[config.mk]
export PLATFORM = sky130hd
export DESIGN_NAME = gshare_ctrl
export DESIGN_NICKNAME = d
export VERILOG_FILES = /design/src/rtl/gshare_ctrl.sv
export SDC_FILE = /design/constraint.sdc
export NUM_CORES = 1
export LEC_CHECK = 0
export BUFFER_PORTS_ARGS = -buffer_cell sky130_fd_sc_hd__buf_2
export CAP_MARGIN = 0
export CORE_MARGIN = 8
export CORE_UTILIZATION = 30
export DETAILED_ROUTE_END_ITERATION = 8
export GPL_ROUTABILITY_DRIVEN = 0
export HOLD_SLACK_MARGIN = 0.1
export SLEW_MARGIN = 20
export SYNTH_ARGS = -nofsm -noshare
export SYNTH_HDL_FRONTEND = slang
export SYNTH_SLANG_ARGS = --single-unit
[constraint.sdc]
create_clock -name clk -period 2.7 [get_ports clk]
set_input_delay 0.135 -clock clk [delete_from_list [all_inputs] [get_ports clk]]
set_output_delay 0.135 -clock clk [all_outputs]
set_load 0.005 [all_outputs]
[src/rtl/gshare_ctrl.sv]
// Gshare branch predictor controller: 16 two-bit counters indexed by address XOR
// speculative global history, with arbitrated predict/update ports and a table re-init sequencer.
module gshare_ctrl (
  input  logic        clk,
  input  logic        rst_n,
  input  logic        pred_req,
  input  logic [3:0]  pred_adrs,
  output logic        pred_gnt,
  output logic        pred_valid,
  output logic        pred_taken,
  output logic [3:0]  pred_idx,
  output logic [3:0]  pred_hist,
  input  logic        upd_req,
  input  logic [3:0]  upd_idx,
  input  logic [3:0]  upd_hist,
  input  logic        upd_taken,
  input  logic        upd_mispred,
  output logic        upd_gnt,
  input  logic        init_start,
  output logic        busy,
  output logic [3:0]  ghist,
  output logic [15:0] sram_out
);

  typedef enum logic [1:0] {IDLE, UPD_WR, INIT} state_t;

  state_t      state_q, state_d;
  logic [1:0]  cnt_q [16];
  logic [3:0]  ghist_q, ghist_d;
  logic [1:0]  starv_q, starv_d;
  logic [3:0]  init_ptr_q;
  logic [3:0]  wr_idx_q;
  logic        wr_taken_q;
  logic        pred_valid_q, pred_taken_q;
  logic [3:0]  pred_idx_q, pred_hist_q;
  logic [3:0]  lookup_idx;
  logic        lookup_bit;
  logic        unused_hist_msb;

  function automatic logic [1:0] sat_step(input logic [1:0] c, input logic taken);
    if (taken) sat_step = (c == 2'b11) ? c : c + 2'b01;
    else       sat_step = (c == 2'b00) ? c : c - 2'b01;
  endfunction

  assign lookup_idx      = pred_adrs ^ ghist_q;
  assign lookup_bit      = cnt_q[lookup_idx][1];
  assign unused_hist_msb = upd_hist[3];

  always_comb begin
    state_d  = state_q;
    ghist_d  = ghist_q;
    starv_d  = starv_q;
    pred_gnt = 1'b0;
    upd_gnt  = 1'b0;
    case (state_q)
      IDLE: begin
        if (init_start) begin
          state_d = INIT;
          ghist_d = 4'h0;
        end else if (upd_req && !(pred_req && starv_q == 2'd2)) begin
          // Updates normally win; a waiting predict gets through after two update grants.
          upd_gnt = 1'b1;
          state_d = UPD_WR;
          if (upd_mispred) ghist_d = {upd_hist[2:0], upd_taken};
          if (pred_req)    starv_d = starv_q + 2'd1;
        end else if (pred_req) begin
          pred_gnt = 1'b1;
          ghist_d  = {ghist_q[2:0], lookup_bit};
          starv_d  = 2'd0;
        end
      end
      UPD_WR:  state_d = IDLE;
      INIT:    if (init_ptr_q == 4'hf) state_d = IDLE;
      default: state_d = IDLE;
    endcase
  end

  always_ff @(posedge clk or negedge rst_n) begin
    if (!rst_n) begin
      state_q    <= IDLE;
      ghist_q    <= 4'h0;
      starv_q    <= 2'd0;
      init_ptr_q <= 4'h0;
      wr_idx_q   <= 4'h0;
      wr_taken_q <= 1'b0;
    end else begin
      state_q    <= state_d;
      ghist_q    <= ghist_d;
      starv_q    <= starv_d;
      init_ptr_q <= (state_q == INIT) ? init_ptr_q + 4'h1 : 4'h0;
      if (upd_gnt) begin
        wr_idx_q   <= upd_idx;
        wr_taken_q <= upd_taken;
      end
    end
  end

  // Counter table: one write per cycle, either the init sweep or the deferred training write.
  always_ff @(posedge clk or negedge rst_n) begin
    if (!rst_n) begin
      for (int k = 0; k < 16; k++) cnt_q[k] <= 2'b01;
    end else if (state_q == INIT) begin
      cnt_q[init_ptr_q] <= 2'b01;
    end else if (state_q == UPD_WR) begin
      cnt_q[wr_idx_q] <= sat_step(cnt_q[wr_idx_q], wr_taken_q);
    end
  end

  always_ff @(posedge clk or negedge rst_n) begin
    if (!rst_n) begin
      pred_valid_q <= 1'b0;
      pred_taken_q <= 1'b0;
      pred_idx_q   <= 4'h0;
      pred_hist_q  <= 4'h0;
    end else begin
      pred_valid_q <= pred_gnt;
      if (pred_gnt) begin
        pred_taken_q <= lookup_bit;
        pred_idx_q   <= lookup_idx;
        pred_hist_q  <= ghist_q;
      end
    end
  end

  always_comb begin
    for (int k = 0; k < 16; k++) sram_out[k] = cnt_q[k][1];
  end

  assign pred_valid = pred_valid_q;
  assign pred_taken = pred_taken_q;
  assign pred_idx   = pred_idx_q;
  assign pred_hist  = pred_hist_q;
  assign busy       = (state_q == UPD_WR) || (state_q == INIT);
  assign ghist      = ghist_q;

endmodule

# ---- Word level (Yosys, flattened, before mapping)
# Index checks and enable logic that the tools add are counted.
dict set report classes {
  n_lt_le_gt_ge 5
  addsub 4
  muxes 37
  n_bitwise 8
  n_eq_ne 8
  reduce_logical 13
}
# operator n
set ops {}
lappend ops {{$mux W32} 2}
lappend ops {{$mux W2} 17}
lappend ops {{$bwmux W32} 1}
lappend ops {{$mux W4} 5}
lappend ops {{$and A16 B16 Y16} 1}
lappend ops {{$bmux W2 S4} 2}
lappend ops {{$demux W2 S4} 2}
lappend ops {{$not A16 Y16} 1}
lappend ops {{$or A16 B16 Y16} 1}
lappend ops {{$ge A5 B5 Y1 const B} 3}
lappend ops {{$not A4 Y5} 3}
lappend ops {{$lt A5 B1 Y1 const B} 2}
lappend ops {{$mux W1} 7}
lappend ops {{$eq A2 B2 Y1 const B} 3}
lappend ops {{$ne A3 B3 Y1 const B} 2}
lappend ops {{$reduce_and A3 Y1} 2}
lappend ops {{$add A2 B1 Y2 const B} 2}
lappend ops {{$add A4 B1 Y4 const B} 1}
lappend ops {{$eq A4 B4 Y1 const B} 1}
lappend ops {{$logic_and A1 B1 Y1} 4}
lappend ops {{$logic_not A2 Y1} 2}
lappend ops {{$pmux W2 S2} 1}
lappend ops {{$xor A4 B4 Y4} 1}
lappend ops {{$reduce_bool A3 Y1} 1}
lappend ops {{8 further kinds} 8}
dict set report totals {
  ff_bits 59
  inputBits 19
  output_inout_bits 33
}

# ---- Depth between registers and ports, before layout
# Gate-level depths: netlist of run 1.
dict set report logic_depth {
  depth_word 12
  depth_mapped 8
  ltp_nobuf 7
}

# ---- Least setup slack after synthesis of run 1
# OpenSTA, ideal clock, no wires.
dict set report synth_path {
  path_type {register to register}
  start {register wr_idx_q[1]}
  end {register cnt_q, in the netlist sram_out[1]}
  required_ps 2582
  stages_incl_launch_ff 9
  setup_slack_ps 382
  setup_time_ps 118
  synth_period_minus_slack_ps 2318
  t_arrival_ps 2201
  path_cell_list {dfrtp_1 -> clkbuf_1 -> clkbuf_1 -> mux4_2 -> mux2_2 -> maj3_2 -> mux2i_4 -> buf_12 -> o21ai_2}
}
dict set report synth_between {
  elab_chain_len 12
  word_cells_on_any_way 21
  classes_between {2 x add/sub; 2 x order compare; 1 x eq/ne; 13 x mux; 1 x bitwise; 2 x reduce/logical}
}
# item line
set synth_rtl {}
lappend synth_rtl {{from (decl)} 32} ;# logic [3:0] wr_idx_q;
lappend synth_rtl {{from (signal assigned)} 92} ;# wr_idx_q <= upd_idx;
lappend synth_rtl {{$not A4 Y5 (not written as such) *} 105} ;# cnt_q[wr_idx_q] <= sat_step(cnt_q[wr_idx_q], wr_taken_q);
lappend synth_rtl {{$bmux W2 S4} 105}
lappend synth_rtl {{$mux W2 (not written as such) (2 in series)} 105}
lappend synth_rtl {{$sub A2 B1 Y2, or another cell as far along} 42} ;# else sat_step = (c == 2'b00) ? c : c - 2'b01;
lappend synth_rtl {{$mux W2, on equally long branches} {42, 41}}
lappend synth_rtl {{$mux W2} 41} ;# if (taken) sat_step = (c == 2'b11) ? c : c + 2'b01;
lappend synth_rtl {{$mux W2} 104} ;# end else if (state_q == UPD_WR) begin
lappend synth_rtl {{$mux W2} 102} ;# end else if (state_q == INIT) begin
lappend synth_rtl {{$bwmux W32 *} 105}
lappend synth_rtl {{$mux W32 *} 104}
lappend synth_rtl {{$mux W32 *} 102}
lappend synth_rtl {{to (signal, indexed assignment)} 105}
lappend synth_rtl {{to (decl)} 28} ;# logic [1:0] cnt_q [16];
# Mark *: on every way between the ends. The rest lies on a longest branch, timed or not. The select of a mux whose other input is x is not followed.
# A chain may end at the register's enable or synchronous reset.

# ---- Worst setup path after layout of run 1
dict set report layout_path {
  start {register wr_idx_q[0]}
  end {register cnt_q, in the netlist sram_out[15]}
}
# The elaborated chain is that of the path after synthesis.

==> results of run 1 <==
cells in the mapped netlist (all sizes together), types with 6 or more instances:
master | n | area [µm²]
o31ai | 9 | 67.6
dfstp | 16 | 420
mux2i | 10 | 113
buf | 24 | 186
ha | 7 | 87.6
o21ai | 29 | 183
a31oi | 6 | 37.5
mux2 | 18 | 203
nand3 | 7 | 35.0
o32ai | 12 | 105
inv | 12 | 45.0
nand2 | 57 | 214
a21oi | 14 | 70.1
nor2 | 21 | 78.8
mux4 | 12 | 293
clkbuf | 14 | 52.6
dfrtp | 43 | 1080
per-stage QoR:
step                      hold slack [ns]  std cells
final                               0.117        561
after global routing                0.116        561
after CTS                           0.103        561
after detailed placement            0.215        539
after global placement              0.197        539
after floorplan                    -0.161        369
routing by layer:
| metal | part of all wire, % | global-route usage [%] | wire length (µm) |
|---|---|---|---|
| met1 | 41 | 15.3 | 4050 |
| met2 | 51 | 21.2 | 5020 |
| met3 | 6.7 | 2.93 | 665 |
| met4 | 1.6 | 5.18 | 160 |
| met5 | 0 | 0 | 0 |
cell type report:
type                    count  share of cell area [%]
clock buffers              12                    5.85
clock inverters             4                    1.65
inverters                  13                    1.11
multi-input cells         258                    43.3
flip-flops and latches     59                    34.2
well taps                 147                    4.19
repair buffers             68                    9.70
flip-flops by register name, summed over array words and instances (netlist names):
name and count:
wr_idx_q 4, init_ptr_q 4, wr_taken_q 1, state_q 2
pred_idx 4, starv_q 2, pred_hist 4, sram_out 16
pred_valid 1, ghist 4, cnt_q 16, pred_taken 1
where the power goes:
part	switching (mW)	internal, mW	leakage, nW
Clock	0.388	0.855	0.159
Combinational	1.49	1.20	1.02
Sequential	0.442	1.29	0.731
critical path, stage by stage, from the launching register on:
cell and delay (ns):
dfrtp_2 0.57, mux4_1 0.62, mux2_2 0.34, maj3_2 0.33, mux2i_4 0.17, buf_12 0.18, o32ai_1 0.10
how the worst max path moves through the flow:
stage	from	endpoint	slack (ns)	cells after the start
2_1_floorplan	wr_idx_q[1]	sram_out[1]	0.38	8
3_3_place_gp	wr_idx_q[0]	sram_out[15]	0.13	6
3_5_place_dp	wr_idx_q[0]	sram_out[15]	0.08	6
4_1_cts	wr_idx_q[0]	sram_out[15]	0.05	6
5_1_grt	wr_idx_q[0]	sram_out[15]	0.14	6
6_report	wr_idx_q[0]	sram_out[15]	0.26	6
cell families after synthesis:
logic type      synth area share (%)
mux                             16.5
simple gates                    13.0
buf+inv                         8.03
compound gates                  17.6
fa+ha+maj                       2.98
flops                           40.5
xor+xnor                        1.42
repair_timing:
action,4_1_cts,5_1_grt
hold endpoints to repair,29,0
resized for setup,0,1
hold buffers,6,0
endpoints found under the setup margin,0,17
==> reports/qor.csv, run 1 <==
metric,value,unit
status,completed,
dominant synthesized flop cell,dfrtp_1,
Multi-input gate area,1900,µm²
maximum vdd drop,0.000485,V
"Reg clk slew, reported paths",0.05,ns
register area,1500,µm²
DRT antenna net count,0,
fillers,1204,
Sink Count,59,
Max Freq,0.409,GHz
row count,40,
Post-CTS Setup Repair Bufs,0,
pwr dens,1290,nW/µm²
clock skew,0.00689,ns
r2r endpoint,sram_out[15],
initial antenna violation count,0,
routed wire length per instance,17.6,µm
Mapped Nets,395,
Slew Limit Fails,0,
Synth async-reset ratio,100,%
DRT Pass-1 Iters,4,
H-tree lvl count,3,
first-pass GRT wire length,16300,µm
CTS Buffer Depth,2,
Leakage Power,1.91,nW
HP Start,upd_hist[1],
vias per cell,5.43,
IO buf count,50,
Final Critical Period,2.44,ns
Syn Area/Cell,10.0,µm²
"FF+latch count, synth",59,
WHS Endpoint,ghist[2],
CP Data Required Time,2.90,ns
CP Launch Type,register,
sequential share of the synthesized area,40.5,%
"Non-Filler Cell Area, Final",4390,µm²
CTS buffer count,9,
Remaining DRCs,0,
Clock Root Buffer,clkbuf_16,
worst-path maximum fanout,16,
nets,435,
CTS tree,yes,
pin count of the biggest net entering global routing,32,
Tot Pwr,5.67,mW
WP data arrival,2.64,ns
"most common cell after layout, fill and taps aside",nand2_1,
Finished Core Util,36.5,%
hold path depth,3,
critical path endpoint category,register,
critical path class,register to register,
Starting Density,30.7,%
Post-Synthesis Cells,369,
vias in the first global route,3066,
pre-CTS WS,0.0769,ns
synthesized cell area,3690,µm²
Die Y-Extent,127,µm
Final Cycle Share,90.5,%
drt total wl,9900,µm
Final Setup Violations,0,
TNS Setup,0,ns
CORE AREA,12000,µm²
DP Wirelength,7390,µm
fraction of layout cells with a size suffix above 1,31.9,%
Overflow after GRT,0,
Critical R2R Launch,wr_idx_q[0],
vias,3047,
Final Hold Violating Endpoints,0,
R2R setup slack,0.26,ns
Ports,52,
ant diodes,0,
most frequent cells in the layout,"nand2_1, buf_2, dfrtp_1",
Tot GR Track Use,12.6,%
synth unique cells,52,
die area,16100,µm²
area delta synth->final,18.7,%
DP Area,4000,µm²
Slew @ Worst Pin,0.692,ns
Clock Latency Late Sink,0.33,ns
fin worst setup slack,0.256,ns
Die Span X,127,µm
Post-synth EDFFs,0,
RSZ-0062 raised after global routing,false,
Rel. slew slack,53.8,%
FF-to-FF path depth,6,
YS warnings,0,
initial DRC count,259,
path type of the worst min-delay path,primary input to register,
Max-Cap Viols,0,
Note: power is estimated with default switching activity, not from simulation.
==> run 2: changes to the inputs <==
==> constraint.sdc (replaced) <==
create_clock -name clk -period 2.7 [get_ports clk]
set_input_delay 0.675 -clock clk [delete_from_list [all_inputs] [get_ports clk]]
set_output_delay 0.675 -clock clk [all_outputs]
set_load 0.005 [all_outputs]
==> reports/qor.csv, run 2 (same netlist as run 1, synthesis figures left out) <==
metric,value,unit,change
row count,40,,unchanged
Int Power,3.30,mW,-1.5%
Die Span X,127,µm,unchanged
busiest grt layer,met2,,
vias in the first global route,2976,,-2.9%
CP startpoint,state_q[0],,
Slew Limit Fails,0,,unchanged
fillers,1225,,+1.7%
DRT antenna net count,0,,unchanged
"Critical Path, Cell by Cell",inv_1 > ha_1 > nor2b_2 > nand2_1 > nor2_1 > buf_2,,
Comb power frac,48.2,%,+0.7 points
r2r endpoint,sram_out[15],,
Final Hold Violating Endpoints,0,,unchanged
TNS Setup,0,ns,unchanged
ant diodes,0,,unchanged
initial DRC count,290,,+12%
Sequential Power Share,29.8,%,-0.8 points
Ports,52,,unchanged
Slowest cell on crit path,dfrtp_1,,
CTS Buffer Depth,2,,unchanged
Clock Latency Late Sink,0.33,ns,about the same
"Reg clk slew, reported paths",0.06,ns,about the same
CP Launch Type,register,,
CP Depth,6,,unchanged
clock power share,22.0,%,about the same
worst-path maximum fanout,5,,-11
Max-Cap Viols,0,,unchanged
clock skew,0.00509,ns,-0.00180 ns
Overflow after GRT,0,,unchanged
CTS tree,yes,,
critical path class,register to output pin,,
initial antenna violation count,0,,unchanged
Final Setup Violations,0,,unchanged
register area,1500,µm²,about the same
Final Critical Period,2.46,ns,+0.0182 ns
Rel. slew slack,54.5,%,+0.68 points
R2R setup slack,0.26,ns,about the same
vias,2960,,-2.9%
IO buf count,50,,unchanged
Placed Cells incl. Taps,540,,+0.19%
CTS buffer count,9,,unchanged
"most common cell after layout, fill and taps aside",nand2_1,,
DP Wirelength,7380,µm,-0.14%
Worst path max stage delay,0.38,ns,-0.24 ns
drt total wl,9790,µm,-1.1%
path type of the worst min-delay path,primary input to asynchronous set/reset pin,,
met3 Use GR,3.14,%,+0.21 points
Final Cycle Share,91.2,%,+0.67 points
CP Data Required Time,2.03,ns,-0.87 ns
worst path buffer plus inverter count,2,,+1
DRT Pass-1 Iters,7,,+3
Clock Root Buffer,clkbuf_16,,
CORE AREA,12000,µm²,unchanged
pwr dens,1300,nW/µm²,+0.47%
met2 usage,20.6,%,-0.59 points
final std cells w/o fill,556,,-0.89%
Sink Count,59,,unchanged
Tot GR Track Use,12.4,%,-0.27 points
pin count of the biggest net entering global routing,32,,unchanged
Crit path max-delay family,simple AND/OR/NAND/NOR gates,,
status,completed,,
fraction of layout cells with a size suffix above 1,32.8,%,+0.88 points
met1 Resource Use GR,14.8,%,-0.48 points
Sw Pwr,2.34,mW,+1.0%
Finished Core Util,36.2,%,-0.34 points
routed wire length per instance,17.6,µm,-0.18%
most frequent cells in the layout,"nand2_1, buf_2, dfrtp_1",,
Die Y-Extent,127,µm,unchanged
critical path endpoint category,output pin,,
Critical R2R Launch,wr_idx_q[1],,
Starting Density,30.7,%,unchanged
Sw Share,41.5,%,+0.62 points
nets,430,,-1.1%
die area,16100,µm²,unchanged
WP data arrival,1.79,ns,-0.85 ns
Remaining DRCs,0,,unchanged
RSZ-0062 raised after global routing,false,,
Max Freq,0.406,GHz,-0.74%
Leakage Power,1.89,nW,-1.2%
area delta synth->final,17.6,%,
FF-to-FF path depth,6,,unchanged
first-pass GRT wire length,15900,µm,-2.4%
H-tree lvl count,3,,unchanged
vias per cell,5.32,,-2.0%
maximum vdd drop,0.000444,V,-8.3%
Slew @ Worst Pin,0.682,ns,-0.0102 ns
CTS Hold Bufs,0,,-6
Multi-input gate area,1900,µm²,+0.13%
Setup crit end,pred_gnt,,
==> run 2: cell types whose count changed in the layout (fill, tap and decap cells not counted), sizes merged <==
| cell | previous run | this run |
|---|---|---|
| buf | 62 | 63 |
| clkbuf | 12 | 9 |
| clkinv | 2 | 3 |
| clkinvlp | 1 | 2 |
| dlygate4sd3 | 6 | 0 |
| inv | 12 | 13 |
==> run 2: how the worst min path moves through the flow <==
stage / start / end / depth (start not counted)
3_3_place_gp: cnt_q[28] / cnt_q[28] / 2
2_1_floorplan: rst_n / ghist[0] / 0
3_5_place_dp: cnt_q[28] / cnt_q[28] / 2
5_1_grt: rst_n / pred_idx[1] / 1
6_report: rst_n / pred_valid / 1
4_1_cts: rst_n / pred_valid / 1
==> run 2: what timing repair did <==
action | 4_1_cts | 5_1_grt
endpoints found under the hold margin | 0 | 0
setup endpoints to repair | 0 | 1
resized for setup | 0 | 1
buffers inserted | 0 | 0
==> run 2: layout make-up <==
| class | count | share of cell area (%) |
|---|---|---|
| Inverter | 13 | 1.12 |
| Clock buffer | 9 | 5.18 |
| Tap cell | 147 | 4.23 |
| Multi-Input combinational cell | 258 | 43.8 |
| Sequential cell | 59 | 34.4 |
| Timing Repair Buffer | 63 | 8.87 |
| Clock inverter | 7 | 2.33 |
==> run 2: worst reg2reg max path, stage by stage, from the launching register on <==
cell and delay (ns):
dfrtp_1 0.74, mux4_1 0.41, mux2_2 0.35, maj3_2 0.34, mux2i_4 0.17, buf_12 0.18
o32ai_1 0.11
==> run 2: per-layer routing <==
metal,vias up,part of all wire [%]
met5,-,0
met4,0,1.8
met3,14,5.8
met2,106,49
met1,1442,43
li1,1398,-
==> run 2: power by group through the flow <==
| stage | sequential (mW) | combinational, mW | clock (mW) |
|---|---|---|---|
| 5_1_grt | 1.73 | 2.97 | 1.31 |
| 6_report | 1.68 | 2.72 | 1.24 |
| 3_5_place_dp | 1.70 | 2.70 | 0 |
| 2_1_floorplan | 1.48 | 2.15 | 0 |
| 4_1_cts | 1.68 | 2.72 | 1.27 |
| 3_3_place_gp | 1.67 | 2.65 | 0 |
==> run 2: through the flow <==
step | power [mW] | setup slack (ns) | cell area, µm² | hold WS (ns)
CTS | 5.67 | 0.128 | 4340 | 0.391
global placement | 4.32 | 0.344 | 4020 | 0.470
detailed placement | 4.40 | 0.278 | 4020 | 0.472
floorplan | 3.63 | 0.375 | 3690 | 0.379
finish | 5.64 | 0.238 | 4340 | 0.376
global route | 6.01 | 0.0844 | 4340 | 0.421
